<file path="src/rtl/sdram_bus_pkg.sv">
// rtl/sdram_bus_pkg.sv - shared constants and FSM state type for the SDRAM play fetcher
//
// Purpose: SDRAM word address / sample widths and the fetcher state encoding.
package sdram_bus_pkg;

  localparam int ADDR_W = 23;
  localparam int DATA_W = 16;

  typedef enum logic [2:0] {
    IDLE,
    REQ,
    GAP,
    DRAIN,
    ABORT
  } play_state_t;

endpackage

</file>
<file path="src/rtl/sdram_sample_fifo.sv">
// rtl/sdram_sample_fifo.sv - synchronous show-ahead sample FIFO with flush and level
//
// Purpose: holds prefetched samples between the SDRAM read port and the DAC path.
// Ports:
//   clk, rst_n         clock, synchronous active-low reset
//   push, push_data    write one sample (ignored when full)
//   pop                drop the head sample (ignored when empty)
//   flush              empty the FIFO; wins over push/pop
//   head               current head sample, 0 when empty
//   valid              FIFO not empty
//   level              current occupancy (0..DEPTH)
module sdram_sample_fifo #(
  parameter int DATA_W = 16,
  parameter int DEPTH  = 8
) (
  input  logic                     clk,
  input  logic                     rst_n,
  input  logic                     push,
  input  logic [DATA_W-1:0]        push_data,
  input  logic                     pop,
  input  logic                     flush,
  output logic [DATA_W-1:0]        head,
  output logic                     valid,
  output logic [$clog2(DEPTH):0]   level
);

  localparam int PTR_W = $clog2(DEPTH);
  localparam int LVL_W = PTR_W + 1;

  logic [DATA_W-1:0] mem_q [DEPTH];
  logic [PTR_W-1:0]  rd_q, wr_q;
  logic [LVL_W-1:0]  level_q;
  logic              do_push, do_pop;

  assign do_push = push && (level_q != LVL_W'(DEPTH));
  assign do_pop  = pop && (level_q != '0);

  always_ff @(posedge clk) begin
    if (!rst_n || flush) begin
      rd_q    <= '0;
      wr_q    <= '0;
      level_q <= '0;
    end else begin
      if (do_push) wr_q <= wr_q + PTR_W'(1);
      if (do_pop)  rd_q <= rd_q + PTR_W'(1);
      level_q <= level_q + LVL_W'(do_push) - LVL_W'(do_pop);
    end
  end

  // Storage needs no reset: the head is masked whenever the FIFO is empty.
  always_ff @(posedge clk) begin
    if (do_push) mem_q[wr_q] <= push_data;
  end

  assign valid = (level_q != '0);
  assign head  = valid ? mem_q[rd_q] : '0;
  assign level = level_q;

endmodule

</file>
<file path="src/rtl/sdram_play_fetcher.sv">
// rtl/sdram_play_fetcher.sv - walks an SDRAM address range and prefetches samples for playback
//
// Purpose: issues play_read requests over [start_addr..end_addr] (optionally looped),
// buffers returned samples in a show-ahead FIFO, and reports done / underrun.
// Ports:
//   clk, rst_n                      clock, synchronous active-low reset
//   start, stop, loop_en            control (stop wins over start)
//   start_addr, end_addr            inclusive word address range
//   busy, done                      status (done = one-shot complete and drained)
//   play_read, play_addr            bus request, held until play_read_finished
//   play_readdata, play_read_finished  bus completion
//   sample_pop, sample_data, sample_valid  consumer side of the FIFO
//   underrun                        pop attempted on empty FIFO while busy
//   fifo_level                      FIFO occupancy
module sdram_play_fetcher #(
  parameter int ADDR_W = sdram_bus_pkg::ADDR_W,
  parameter int DATA_W = sdram_bus_pkg::DATA_W,
  parameter int DEPTH  = 8
) (
  input  logic                   clk,
  input  logic                   rst_n,
  input  logic                   start,
  input  logic                   stop,
  input  logic                   loop_en,
  input  logic [ADDR_W-1:0]      start_addr,
  input  logic [ADDR_W-1:0]      end_addr,
  output logic                   busy,
  output logic                   done,
  output logic                   play_read,
  output logic [ADDR_W-1:0]      play_addr,
  input  logic [DATA_W-1:0]      play_readdata,
  input  logic                   play_read_finished,
  input  logic                   sample_pop,
  output logic [DATA_W-1:0]      sample_data,
  output logic                   sample_valid,
  output logic                   underrun,
  output logic [$clog2(DEPTH):0] fifo_level
);

  import sdram_bus_pkg::*;

  localparam int LVL_W = $clog2(DEPTH) + 1;

  play_state_t       state_q, state_d;
  logic [ADDR_W-1:0] cur_q, cur_d;
  logic [ADDR_W-1:0] start_q, start_d;
  logic [ADDR_W-1:0] end_q, end_d;
  logic              loop_q, loop_d;
  logic              underrun_q;
  logic              fifo_push, fifo_flush, pop_eff;
  logic [LVL_W-1:0]  level_after;

  assign pop_eff     = sample_pop && sample_valid;
  assign level_after = fifo_level - LVL_W'(pop_eff);

  always_comb begin
    state_d    = state_q;
    cur_d      = cur_q;
    start_d    = start_q;
    end_d      = end_q;
    loop_d     = loop_q;
    fifo_push  = 1'b0;
    fifo_flush = 1'b0;
    done       = 1'b0;
    case (state_q)
      IDLE: begin
        if (start && !stop && (start_addr <= end_addr)) begin
          state_d = REQ;
          cur_d   = start_addr;
          start_d = start_addr;
          end_d   = end_addr;
          loop_d  = loop_en;
        end
      end
      REQ: begin
        if (stop) begin
          fifo_flush = 1'b1;
          // A request completing in the stop cycle has nothing left to wait for.
          state_d = play_read_finished ? IDLE : ABORT;
        end else if (play_read_finished) begin
          fifo_push = 1'b1;
          if (cur_q == end_q && !loop_q) begin
            state_d = DRAIN;
          end else begin
            // Equality test rather than cur+1 > end keeps the top address safe from wrap.
            cur_d   = (cur_q == end_q) ? start_q : cur_q + ADDR_W'(1);
            state_d = GAP;
          end
        end
      end
      GAP: begin
        if (stop) begin
          fifo_flush = 1'b1;
          state_d    = IDLE;
        end else if (level_after < LVL_W'(DEPTH)) begin
          // Room for the sample the next request will return.
          state_d = REQ;
        end
      end
      DRAIN: begin
        if (stop) begin
          fifo_flush = 1'b1;
          state_d    = IDLE;
        end else if (fifo_level == '0) begin
          done    = 1'b1;
          state_d = IDLE;
        end
      end
      ABORT: begin
        // Bus request cannot be withdrawn; wait it out and drop the data.
        fifo_flush = 1'b1;
        if (play_read_finished) state_d = IDLE;
      end
      default: state_d = IDLE;
    endcase
  end

  always_ff @(posedge clk) begin
    if (!rst_n) begin
      state_q    <= IDLE;
      cur_q      <= '0;
      start_q    <= '0;
      end_q      <= '0;
      loop_q     <= 1'b0;
      underrun_q <= 1'b0;
    end else begin
      state_q    <= state_d;
      cur_q      <= cur_d;
      start_q    <= start_d;
      end_q      <= end_d;
      loop_q     <= loop_d;
      underrun_q <= sample_pop && !sample_valid && busy;
    end
  end

  assign busy      = (state_q != IDLE);
  assign play_read = (state_q == REQ) || (state_q == ABORT);
  assign play_addr = play_read ? cur_q : '0;
  assign underrun  = underrun_q;

  sdram_sample_fifo #(
    .DATA_W (DATA_W),
    .DEPTH  (DEPTH)
  ) u_fifo (
    .clk       (clk),
    .rst_n     (rst_n),
    .push      (fifo_push),
    .push_data (play_readdata),
    .pop       (sample_pop),
    .flush     (fifo_flush),
    .head      (sample_data),
    .valid     (sample_valid),
    .level     (fifo_level)
  );

endmodule

</file>
<file path="config.mk">
export PLATFORM = sky130hd
export DESIGN_NAME = sdram_play_fetcher
export DESIGN_NICKNAME = d
export VERILOG_FILES = /design/src/rtl/sdram_bus_pkg.sv /design/src/rtl/sdram_sample_fifo.sv /design/src/rtl/sdram_play_fetcher.sv
export SDC_FILE = /design/constraint.sdc
export NUM_CORES = 1
export LEC_CHECK = 0
export ABC_AREA = 1
export BUFFER_PORTS_ARGS = -buffer_cell sky130_fd_sc_hd__buf_2
export CAP_MARGIN = 20
export CORE_MARGIN = 2
export CORE_UTILIZATION = 41
export CTS_BUF_LIST = sky130_fd_sc_hd__clkbuf_16
export CTS_CLUSTER_SIZE = 30
export DETAILED_ROUTE_END_ITERATION = 8
export SKIP_CTS_REPAIR_TIMING = 1
export SYNTH_ARGS = -nofsm -noshare
export SYNTH_HDL_FRONTEND = slang
export SYNTH_SLANG_ARGS = --single-unit
</file>
<file path="constraint.sdc">
create_clock -name clk -period 3.8 [get_ports clk]
set_clock_uncertainty 0.15 [all_clocks]
set_input_delay 0.76 -clock clk [delete_from_list [all_inputs] [get_ports clk]]
set_output_delay 0.76 -clock clk [all_outputs]
set_load 0.005 [all_outputs]
</file>
; ---- Yosys cells after proc, flatten, opt, wreduce, memory -nomap -nowiden
; Memory sizes are Yosys's and may differ from the RTL's. A register that Yosys moved wholly into a read port is not among the register bits.
; Index checks and enable logic that the tools add are counted.
[totals]
regBits = 84
ram_bits = 128
inputBits = 69
out_inout_bits = 48
word_cells = 85
memories = 1
[memory_table]
columns = name, depth, width, rd, rd_ports_with_merged_regs, write_ports, line
row1 = u_fifo.mem_q, 8, 16, 1, 1, 1, sdram_sample_fifo.sv:30  ; logic [DATA_W-1:0] mem_q [DEPTH];
[classes]
n_addsub = 6
magnitude_cmp = 2
eq_ne = 14
muxes = 31
reduce_logical = 22
[ops]
columns = operator, count
row1 = $mux W23, 6
row2 = $pmux W23 S2, 1
row3 = $mux W3, 11
row4 = $add A23 B1 Y23 const B, 1
row5 = $eq A23 B23 Y1, 1
row6 = $le A23 B23 Y1, 1
row7 = $mux W16, 1
row8 = $pmux W3 S5, 1
row9 = $mux W1, 10
row10 = $ne A2 B2 Y1 const B, 5
row11 = $reduce_and A5 Y1, 2
row12 = $ne A3 B3 Y1 const B, 3
row13 = $sub A4 B1 Y4, 2
row14 = $logic_and A1 B1 Y1, 7
row15 = $add A3 B1 Y3 const B, 2
row16 = $eq A3 B2 Y1 const B, 2
row17 = $add A4 B1 Y4, 1
row18 = $logic_not A1 Y1, 4
row19 = $logic_not A4 Y1, 1
row20 = $lt A4 B4 Y1 const B, 1
row21 = $ne A4 B4 Y1 const B, 1
row22 = $reduce_bool A4 Y1, 1
row23 = $eq A3 B1 Y1 const B, 1
row24 = $eq A3 B3 Y1 const B, 1
row25 = other kinds (7), 8

; ---- Longest topological paths before layout
; Gate-level depths: netlist of the first run.
[depth]
word_depth = 7
ltp_mapped = 17
mapped_depth_nobuf = 16

; ---- Cells and area by module
; Synthesis of the first run repeated with hierarchy kept, for this count alone.
[unflattened]
hier_cells = 1531
area_unflattened_um2 = 11632.4
[modules_own_cells]
columns = module, n_inst, cells_each, area_per_inst_um2, seq_area_each_um2
row1 = sdram_sample_fifo, 1, 650, 6343.6, 4103.9
row2 = sdram_play_fetcher, 1, 881, 5288.8, 1481.4

; ---- Worst setup path before layout of the first run
; Ideal clock, no wire load.
[synth_path]
path_kind = input -> register
startpoint = input port stop
endpoint = memory u_fifo.mem_q[0][0] (enable)
setup_ps = 409
arrival_ps = 2650
setup_slack_ps = 591
path_stages = 8
path_buffers = 1
path_cell_list = clkbuf_1 > nor2_1 > nand2_1 > inv_2 > nand2_1 > inv_1 > nand2_1 > nor3_1
[synth_via]
elab_chain_len = 5
[synth_lines]
columns = element, line
row1 = "start, declared", sdram_play_fetcher.sv:23  ; input logic stop,
row2 = $mux W1, sdram_play_fetcher.sv:76  ; if (stop) begin
row3 = $mux W1, sdram_play_fetcher.sv:65  ; case (state_q)
row4 = $logic_and A1 B1 Y1, sdram_sample_fifo.sv:35  ; assign do_push = push && (level_q != LVL_W'(DEPTH));
row5 = net u_fifo.do_push, sdram_sample_fifo.sv:33  ; logic do_push, do_pop;
row6 = $mux W1, sdram_sample_fifo.sv:52  ; if (do_push) mem_q[wr_q] <= push_data;
row7 = $mux W1 (not written as such), sdram_sample_fifo.sv:52
row8 = "end, declared", sdram_sample_fifo.sv:30
; The timed path passes the listed nets, and every way through them passes these cells.

; ---- Worst setup path after layout of the first run
[layout_path]
startpoint = register u_fifo.level_q[3], in the netlist u_fifo.level[3]
endpoint = output port sample_data[12]
[layout_via]
elab_chain_len = 2
[layout_lines]
columns = element, line
row1 = "start, declared", sdram_sample_fifo.sv:32  ; logic [LVL_W-1:0] level_q;
row2 = "start signal, assigned", sdram_sample_fifo.sv:46  ; level_q <= level_q + LVL_W'(do_push) - LVL_W'(do_pop);
row3 = $reduce_bool A4 Y1, sdram_sample_fifo.sv:55  ; assign valid = (level_q != '0);
row4 = $mux W16, sdram_sample_fifo.sv:56  ; assign head = valid ? mem_q[rd_q] : '0;
row5 = "end, declared", sdram_play_fetcher.sv:34  ; output logic [DATA_W-1:0] sample_data,
; No other way between the ends.

==> results_tabular.tex, run 1 <==
\begin{tabular}{lr}
\hline
Metric & Value \\
\hline
\multicolumn{2}{l}{\textbf{Layout}} \\
\quad Fill cell count & about 2500 \\
\quad Final standard cell area without fillers & roughly 13000 um\^{}2 \\
\quad Fraction of layout cells with a size suffix above 1 & between 10\% and 20\% \\
\quad Layout Nets & 1544 \\
\quad P\&R area growth vs syn & 15.8\% \\
\multicolumn{2}{l}{\textbf{GRT}} \\
\quad Gr usage total & approximately 20\% \\
\quad Largest net degree at the start of global routing & 58 \\
\quad Number of global-route vias before repair & roughly 8500 \\
\quad Number of antenna violations at the first check in global routing & 1 \\
\quad Leftover overflow at the end of global routing & 0 \\
\quad First-pass GRT wire length & around 46000 um \\
\multicolumn{2}{l}{\textbf{Logic synthesis}} \\
\quad Main flop type after synthesis & sky130\_fd\_sc\_hd\_\_edfxtp\_1 \\
\quad Area share of the largest cell type after synthesis & 35.5\% \\
\quad Share of flip-flops with an asynchronous set or reset after synthesis & 0\% \\
\quad Sequential fraction of the synthesis area & 51.5\% \\
\quad Top cell type by total area after synthesis & sky130\_fd\_sc\_hd\_\_edfxtp\_1 \\
\quad Average size of a mapped cell & 8.13 um\^{}2 \\
\quad Cell types occupying the most area after synthesis & sky130\_fd\_sc\_hd\_\_edfxtp\_1 (35\%), sky130\_fd\_sc\_hd\_\_dfxtp\_1 (16\%), sky130\_fd\_sc\_hd\_\_nand2\_1 (8.6\%), sky130\_fd\_sc\_hd\_\_nor2\_1 (7.7\%), sky130\_fd\_sc\_hd\_\_o21ai\_0 (6.1\%) \\
\quad Cell area after technology mapping & about 11000 um\^{}2 \\
\quad Mapped Cells & between 1000 and 1500 \\
\quad Count of flip-flops with a built-in enable after synthesis & 128 \\
\quad Synth unique cells & 35 \\
\quad Post-Syn Nets & 1436 \\
\quad Flip-flop and latch count after synthesis & 215 \\
\quad Yosys warning count & 0 \\
\quad Leading cell type by number of instances after synthesis & sky130\_fd\_sc\_hd\_\_nand2\_1 \\
\quad List of most frequent post-synthesis cells & sky130\_fd\_sc\_hd\_\_nand2\_1 (247), sky130\_fd\_sc\_hd\_\_nor2\_1 (221), sky130\_fd\_sc\_hd\_\_inv\_1 (150) \\
\multicolumn{2}{l}{\textbf{Drt}} \\
\quad Remaining number of nets flagged by the antenna check after routing & 0 \\
\quad Initial DRC Count & just over 700 \\
\quad Average routed wire per standard cell & around 16 um \\
\quad Final WL & between 20000 and 30000 um \\
\quad Via/cell ratio & 5.10 \\
\quad DR vias & 9141 \\
\quad Iteration count of the initial detailed-routing pass & 5 \\
\quad Remaining DRCs & 0 \\
\multicolumn{2}{l}{\textbf{Place}} \\
\quad Global placement routability congestion & 0.920 \\
\quad DP Wirelength & between 15000 and 20000 um \\
\quad Quantity of I/O buffers inserted on ports & roughly 120 \\
\quad DP Area & roughly 12000 um\^{}2 \\
\multicolumn{2}{l}{\textbf{Power and ir drop}} \\
\quad Worst IR drop on VDD & 0.000322 V \\
\quad Leakage power & about 5.4 nW \\
\quad Power density normalized to cell area & 522 nW/um\^{}2 \\
\multicolumn{2}{l}{\textbf{Floorplan}} \\
\quad CORE AREA & 26000 um\^{}2 \\
\quad Site row count & 59 \\
\quad DIE WIDTH & roughly 170 um \\
\quad Die Span Y & approximately 170 um \\
\quad Starting density of the core & 41.7\% \\
\quad Die footprint & approximately 28000 um\^{}2 \\
\quad IO Pins & 117 \\
\multicolumn{2}{l}{\textbf{Critical path}} \\
\quad Critical-path cell list & inv\_1 -> ha\_1 -> nand3\_1 -> buf\_4 -> o21ai\_0 -> a31oi\_1 -> buf\_2 \\
\quad Cell type of the slowest stage on the worst timing path & sky130\_fd\_sc\_hd\_\_dfxtp\_1 \\
\quad Endpoint type of the worst setup path & output pin \\
\quad Worst r2r path cells & 10 \\
\quad Worst flop-to-flop path startpoint & state\_q[2] \\
\quad Worst reg-to-reg setup slack & 1010 ps \\
\quad Slowest cell delay on critical path & slightly below 400 ps \\
\quad Worst Setup SP & u\_fifo.level[3] \\
\quad Highest fanout seen on the critical path & 17 \\
\quad Type of the setup path with the least slack & flip-flop to output pin \\
\quad Critical Path AT & 2260 ps \\
\quad Worst setup SP type & flip-flop \\
\quad Required time of the critical path & 2890 ps \\
\quad Endpoint of the worst-slack reg-to-reg timing path & u\_fifo.mem\_q[4][8] \\
\multicolumn{2}{l}{\textbf{Clocking}} \\
\quad Clock net sink count & 215 \\
\quad Clock root cell & sky130\_fd\_sc\_hd\_\_clkbuf\_16 \\
\quad CTS H-tree depth & 1 \\
\quad Clock latency at the later pin of the worst-skew pair & $\sim$520 ps \\
\quad Clock buffers created by TritonCTS & 24 \\
\quad TritonCTS clock tree & done \\
\quad Clock transition at path regs & about 60 ps \\
\quad Clk buf depth & 3 \\
\multicolumn{2}{l}{\textbf{STA}} \\
\quad Worst hold slack across all endpoints & 296 ps \\
\quad Final TNS setup & 0 ps \\
\quad Tcrit/Tclk final & roughly 83\% \\
\quad Min Clock Period, post-route & around 3200 ps \\
\quad FMAX & 0.316 GHz \\
\quad RSZ-0062 raised after global routing & false \\
\quad Slew @ Worst Pin & 685 ps \\
\quad Final setup violation count & 0 \\
\quad Total count of max-transition violations in the final report & 0 \\
\quad Max\_slew headroom & 54.3\% \\
\quad Hold Violations, Final & 0 \\
\multicolumn{2}{l}{\textbf{Min path}} \\
\quad Min-delay worst type & flip-flop to flip-flop \\
\quad Number of cells on the worst hold path & 2 \\
\quad Worst Hold Launch & start\_q[11] \\
\quad Hold endpoint & start\_q[11] \\
\multicolumn{2}{l}{\textbf{Flow run}} \\
\quad Number of max-capacitance violations reported & 0 \\
\multicolumn{2}{l}{\textbf{Outcome}} \\
\quad Result of the run & completed \\
\hline
\end{tabular}
cells in the final DEF (no fill, tap or decap), drive strengths merged, types with 33 or more instances in the layout:
cell      n
a21oi    62
buf     145
dfxtp    87
edfxtp  128
ha       33
inv     172
nand2   248
nand3    84
nor2    224
o21ai   133
cells by family after synthesis:
group / after synthesis / share of synthesized area, %
XOR/XNOR: 25 / 2.02
AND/OR/NAND/NOR: 598 / 23.0
buffers and inverters: 228 / 8.14
flip-flops: 215 / 51.5
adder cells (fa/ha/maj): 34 / 3.99
AO/OA/AOI/OAI: 233 / 11.4
where the power goes:
group | total [mW] | internal, mW | leakage (nW) | switching [mW]
sequential | 2.69 | 2.58 | 1.86 | 0.109
combinational | 1.81 | 0.639 | 3.14 | 1.17
clock | 2.05 | 1.14 | 0.368 | 0.915
total | 6.55 | 4.36 | 5.37 | 2.19
worst max path at each step:
| stage | end | slack, ps | cells past startpoint |
|---|---|---|---|
| 4_1_cts | sample_data[12] | 620 | 7 |
| 5_1_grt | sample_data[12] | 500 | 7 |
| 3_5_place_dp | start_q[2] | 340 | 13 |
| 3_3_place_gp | cur_q[2] | 360 | 14 |
| 2_1_floorplan | u_fifo.mem_q[0][0] | 590 | 8 |
| 6_report | sample_data[12] | 630 | 7 |
metrics by stage:
step / power [mW] / std cells / util (%) / worst slack (ps)
4_1_cts: 6.60 / 1793 / 48.3 / 623
5_1_grt: 6.95 / 1794 / 48.3 / 496
3_5_place_dp: 4.55 / 1750 / 45.6 / 338
2_1_floorplan: 3.89 / 1333 / - / 591
3_3_place_gp: 4.53 / 1750 / 45.6 / 357
6_report: 6.55 / 1794 / 48.3 / 634
registers in the layout, indices dropped and copies added, names as in the netlist, named ones only:
signal / flops
u_fifo.rd_q: 3
start_q: 23
state_q: 3
underrun: 1
loop_q: 1
u_fifo.mem_q: 128
end_q: 23
cur_q: 23
u_fifo.wr_q: 3
u_fifo.level: 4
critical path: cells and delay by family (launching register included):
kind	cells	cell delay, ps
simple gates	1	160
fa+ha+maj	1	170
compound gates	2	480
buf+inv	3	530
flops	1	390
layout make-up:
class                      count  area [um^2]  area share (%)
antenna                        1         2.50          0.0199
tap                          335          419            3.34
clock inverter                19         87.6           0.698
timing repair buffer         145          811            6.46
multi-input combinational    890         4420            35.3
clock buffer                  24          601            4.79
inverter                     165          619            4.93
sequential                   215         5590            44.5
metal layers:
metal / wire, um / up-vias / track usage [%] / share of wire (%)
met5: 0 / - / 0 / 0
met3: 1810 / 19 / 3.71 / 6.3
met4: 345 / 0 / 4.09 / 1.2
li1: - / 4595 / - / -
met1: 13900 / 4274 / 29.9 / 48
met2: 12800 / 253 / 32.2 / 44
No activity file was read; power rests on OpenSTA's default activity.
==> run 2: changes to the inputs <==
- ABC_AREA: 1 -> 0
- clock period: 3.8 -> 3 ns (I/O delays scaled with it)
==> run 2 against run 1 <==
Net effect: routed wire length fell by 14%; design area shrank 3.9%; count of clock-buffer cells in the layout rose by 1; sequential power increased by 27%; global-route usage down 1.8 points; highest routed layer is now met5.
==> results_tabular.tex, run 2 <==
\begin{tabular}{lr}
\hline
Metric & Value \\
\hline
\multicolumn{2}{l}{\textbf{Outcome}} \\
\quad Result of the run & completed \\
\multicolumn{2}{l}{\textbf{GRT}} \\
\quad First-pass GRT wire length & 38200 um (-17\%) \\
\quad Most used routing layer & met2 \\
\quad Gr usage total & 18.8\% (-1.8 points) \\
\quad Met1 usage in global routing & 24.5\% (-5.4 points) \\
\quad Number of global-route vias before repair & 6952 (-18\%) \\
\quad Leftover overflow at the end of global routing & 0 (unchanged) \\
\quad Largest net degree at the start of global routing & 39 (-33\%) \\
\quad GR Util met2 & 33.1\% (+0.87 points) \\
\quad Number of antenna violations at the first check in global routing & 1 (unchanged) \\
\quad Global routing usage on met3 & 2.52\% (-1.2 points) \\
\multicolumn{2}{l}{\textbf{Floorplan}} \\
\quad Site row count & 57 (-3.4\%) \\
\quad IO Pins & 117 (unchanged) \\
\quad Die footprint & 26000 um\^{}2 (-6.5\%) \\
\quad DIE WIDTH & 161 um (-3.3\%) \\
\quad CORE AREA & 24200 um\^{}2 (-6.7\%) \\
\quad Starting density of the core & 41.7\% (about the same) \\
\quad Die Span Y & 161 um (-3.3\%) \\
\multicolumn{2}{l}{\textbf{STA}} \\
\quad Min Clock Period, post-route & 2890 ps \\
\quad Total count of max-transition violations in the final report & 0 (unchanged) \\
\quad Final setup violation count & 0 (unchanged) \\
\quad Worst hold slack across all endpoints & 163 ps (-133 ps) \\
\quad Max\_slew headroom & 45.5\% (-8.8 points) \\
\quad Tcrit/Tclk final & 96.4\% \\
\quad Hold Violations, Final & 0 (unchanged) \\
\quad Final TNS setup & 0 ps (unchanged) \\
\quad FMAX & about 0.35 GHz \\
\quad Slew @ Worst Pin & 818 ps (+132 ps) \\
\multicolumn{2}{l}{\textbf{Logic synthesis}} \\
\quad Average size of a mapped cell & 11.4 um\^{}2 (+40\%) \\
\quad Post-Syn Nets & 990 (-31\%) \\
\quad List of most frequent post-synthesis cells & sky130\_fd\_sc\_hd\_\_nand2\_1 (132), sky130\_fd\_sc\_hd\_\_edfxtp\_1 (128), sky130\_fd\_sc\_hd\_\_dfxtp\_1 (87) \\
\quad Main flop type after synthesis & sky130\_fd\_sc\_hd\_\_edfxtp\_1 \\
\quad Area share of the largest cell type after synthesis & 38.0\% (+2.5 points) \\
\quad Top cell type by total area after synthesis & sky130\_fd\_sc\_hd\_\_edfxtp\_1 \\
\quad Flip-flop and latch count after synthesis & 215 (unchanged) \\
\quad Yosys warning count & 0 (unchanged) \\
\quad Synth unique cells & 50 (+43\%) \\
\quad Sequential fraction of the synthesis area & 55.2\% (+3.7 points) \\
\quad Cell area after technology mapping & 10100 um\^{}2 (-6.6\%) \\
\quad Share of flip-flops with an asynchronous set or reset after synthesis & 0\% (unchanged) \\
\quad Leading cell type by number of instances after synthesis & sky130\_fd\_sc\_hd\_\_nand2\_1 \\
\quad Mapped Cells & 887 (-33\%) \\
\quad Cell types occupying the most area after synthesis & sky130\_fd\_sc\_hd\_\_edfxtp\_1 (38\%), sky130\_fd\_sc\_hd\_\_dfxtp\_1 (17\%), sky130\_fd\_sc\_hd\_\_mux4\_2 (7.1\%), sky130\_fd\_sc\_hd\_\_nand2\_1 (4.9\%), sky130\_fd\_sc\_hd\_\_ha\_1 (4.1\%) \\
\quad Count of flip-flops with a built-in enable after synthesis & 128 (unchanged) \\
\multicolumn{2}{l}{\textbf{Critical path}} \\
\quad Slowest cell delay on critical path & 530 ps (+140 ps) \\
\quad Number of buffers and inverters on the critical path & 2 (-1) \\
\quad Critical-path cell list & buf\_4 -> mux4\_2 -> mux2i\_2 -> nor2\_1 -> buf\_2 \\
\quad Cell type of the slowest stage on the worst timing path & sky130\_fd\_sc\_hd\_\_mux4\_2 \\
\quad Required time of the critical path & 2250 ps (-640 ps) \\
\quad Type of the setup path with the least slack & flip-flop to output pin \\
\quad Largest delay contributor family on the critical path & multiplexers \\
\quad Critical Path AT & 2140 ps (-120 ps) \\
\quad Endpoint type of the worst setup path & output pin \\
\quad Highest fanout seen on the critical path & 6 (-11) \\
\quad Worst reg-to-reg setup slack & 410 ps (-600 ps) \\
\quad Worst setup SP type & flip-flop \\
\multicolumn{2}{l}{\textbf{Drt}} \\
\quad Iteration count of the initial detailed-routing pass & 5 (unchanged) \\
\quad Initial DRC Count & 475 (-33\%) \\
\quad Via/cell ratio & 5.27 (+3.5\%) \\
\quad Remaining DRCs & 0 (unchanged) \\
\quad Average routed wire per standard cell & 18.3 um (+14\%) \\
\quad DR vias & 7188 (-21\%) \\
\quad Remaining number of nets flagged by the antenna check after routing & 0 (unchanged) \\
\quad Final WL & 24900 um (-14\%) \\
\multicolumn{2}{l}{\textbf{Clocking}} \\
\quad Clk buf depth & 3 (unchanged) \\
\quad Clock net sink count & 215 (unchanged) \\
\quad Clock root cell & sky130\_fd\_sc\_hd\_\_clkbuf\_16 \\
\quad Clock buffers created by TritonCTS & 25 (+4.2\%) \\
\quad TritonCTS clock tree & done \\
\quad Clock latency at the later pin of the worst-skew pair & 530 ps (about the same) \\
\quad CTS H-tree depth & 1 (unchanged) \\
\quad Clock transition at path regs & 60 ps (about the same) \\
\multicolumn{2}{l}{\textbf{Place}} \\
\quad DP Wirelength & 16900 um (-13\%) \\
\quad Quantity of I/O buffers inserted on ports & 116 (unchanged) \\
\quad Global placement routability congestion & 0.854 (-7.2\%) \\
\multicolumn{2}{l}{\textbf{Layout}} \\
\quad Most common cell after layout, fill and taps aside & sky130\_fd\_sc\_hd\_\_nand2\_1 \\
\quad Final Util & 49.7\% (+1.4 points) \\
\quad Fill cell count & 2230 (-12\%) \\
\quad Number of inserted diodes & 0 (-1) \\
\quad P\&R area growth vs syn & 19.2\% \\
\quad Layout Nets & 1123 (-27\%) \\
\quad Commonest cells after routing, fill and taps aside & sky130\_fd\_sc\_hd\_\_nand2\_1 (131), sky130\_fd\_sc\_hd\_\_edfxtp\_1 (128), sky130\_fd\_sc\_hd\_\_buf\_2 (116), sky130\_fd\_sc\_hd\_\_dfxtp\_1 (85), sky130\_fd\_sc\_hd\_\_a21oi\_1 (63) \\
\quad Largest reg by FF count & u\_fifo.mem\_q \\
\quad Largest register FFs & 128 (unchanged) \\
\quad Fraction of layout cells with a size suffix above 1 & 24.2\% (+9.5 points) \\
\multicolumn{2}{l}{\textbf{Min path}} \\
\quad Min-delay worst type & primary input to flip-flop \\
\multicolumn{2}{l}{\textbf{Power and ir drop}} \\
\quad Power density normalized to cell area & 678 nW/um\^{}2 (+30\%) \\
\quad Worst IR drop on VDD & 0.000597 V (+86\%) \\
\quad Leakage power & 4.59 nW (-15\%) \\
\quad Final total power & 8.18 mW (+25\%) \\
\multicolumn{2}{l}{\textbf{Flow run}} \\
\quad Number of max-capacitance violations reported & 0 (unchanged) \\
\hline
\end{tabular}
## run 2: cell count changes after synthesis, sizes merged, moves of 32 or more
cell / change
inv: -126
nand3: -72
o21ai: -123
nor2: -175
mux4: +32
nand2: -115
## run 2: path summary, 6_finish.rpt
check	from	to	cells after the start
hold / removal	end_addr[8]	end_q[8]	3
setup / recovery	flip-flop	sample_data[7]	5
setup reg to reg	cur_q[18]	cur_q[15]	8
hold reg to reg	start_q[21]	start_q[21]	2
## run 2: kinds of logic (layout without fill, tap and decap cells)
| family | count (synthesis) | count (layout) | synth area share (%) |
|---|---|---|---|
| AOI/OAI and AO/OA | 128 | 128 | 8.00 |
| xor gates and xnor gates | 50 | 50 | 4.33 |
| adders and majority gates | 34 | 34 | 4.28 |
| DFF | 215 | 215 | 55.2 |
| buffers and inverters | 94 | 246 | 4.06 |
| muxes | 54 | 54 | 9.30 |
| and+or+nand+nor | 312 | 312 | 14.8 |
## run 2: per-layer routing
layer  part of all wire (%)  up-vias
met5                  0.052        -
met4                    1.7        2
met3                    5.4       28
met2                     50      200
met1                     43     3470
li1                       -     3488
## run 2: through the flow
step           instance area (um^2)  setup slack [ps]  cells
6_report                      12100               108   1363
5_1_grt                       12100             -28.2   1363
4_1_cts                       12000              2.05   1363
3_5_place_dp                  11300              76.2   1317
3_3_place_gp                  11300               172   1317
2_1_floorplan                 10100               350    887
## run 2: power breakdown
part / switching, mW / internal [mW] / leakage (nW) / total, mW
combinational: 1.06 / 0.909 / 2.34 / 1.97
sequential: 0.154 / 3.25 / 1.86 / 3.41
clock: 1.19 / 1.61 / 0.383 / 2.80
## run 2: area by class of cell
cell class                      instances  area, um^2  share of cell area, %
Sequential cell                       215        5590                   46.3
Multi-Input combinational cell        578        4140                   34.4
Timing Repair Buffer                  162        1010                   8.39
Clock buffer                           25         626                   5.19
Tap cell                              324         405                   3.36
Inverter                               38         143                   1.18
Clock inverter                         21         140                   1.16
## run 2: tightest hold or removal path, stage by stage
cell	delay (ps)
sky130_fd_sc_hd__buf_2	100
sky130_fd_sc_hd__nand2_1	50
sky130_fd_sc_hd__a21oi_1	50
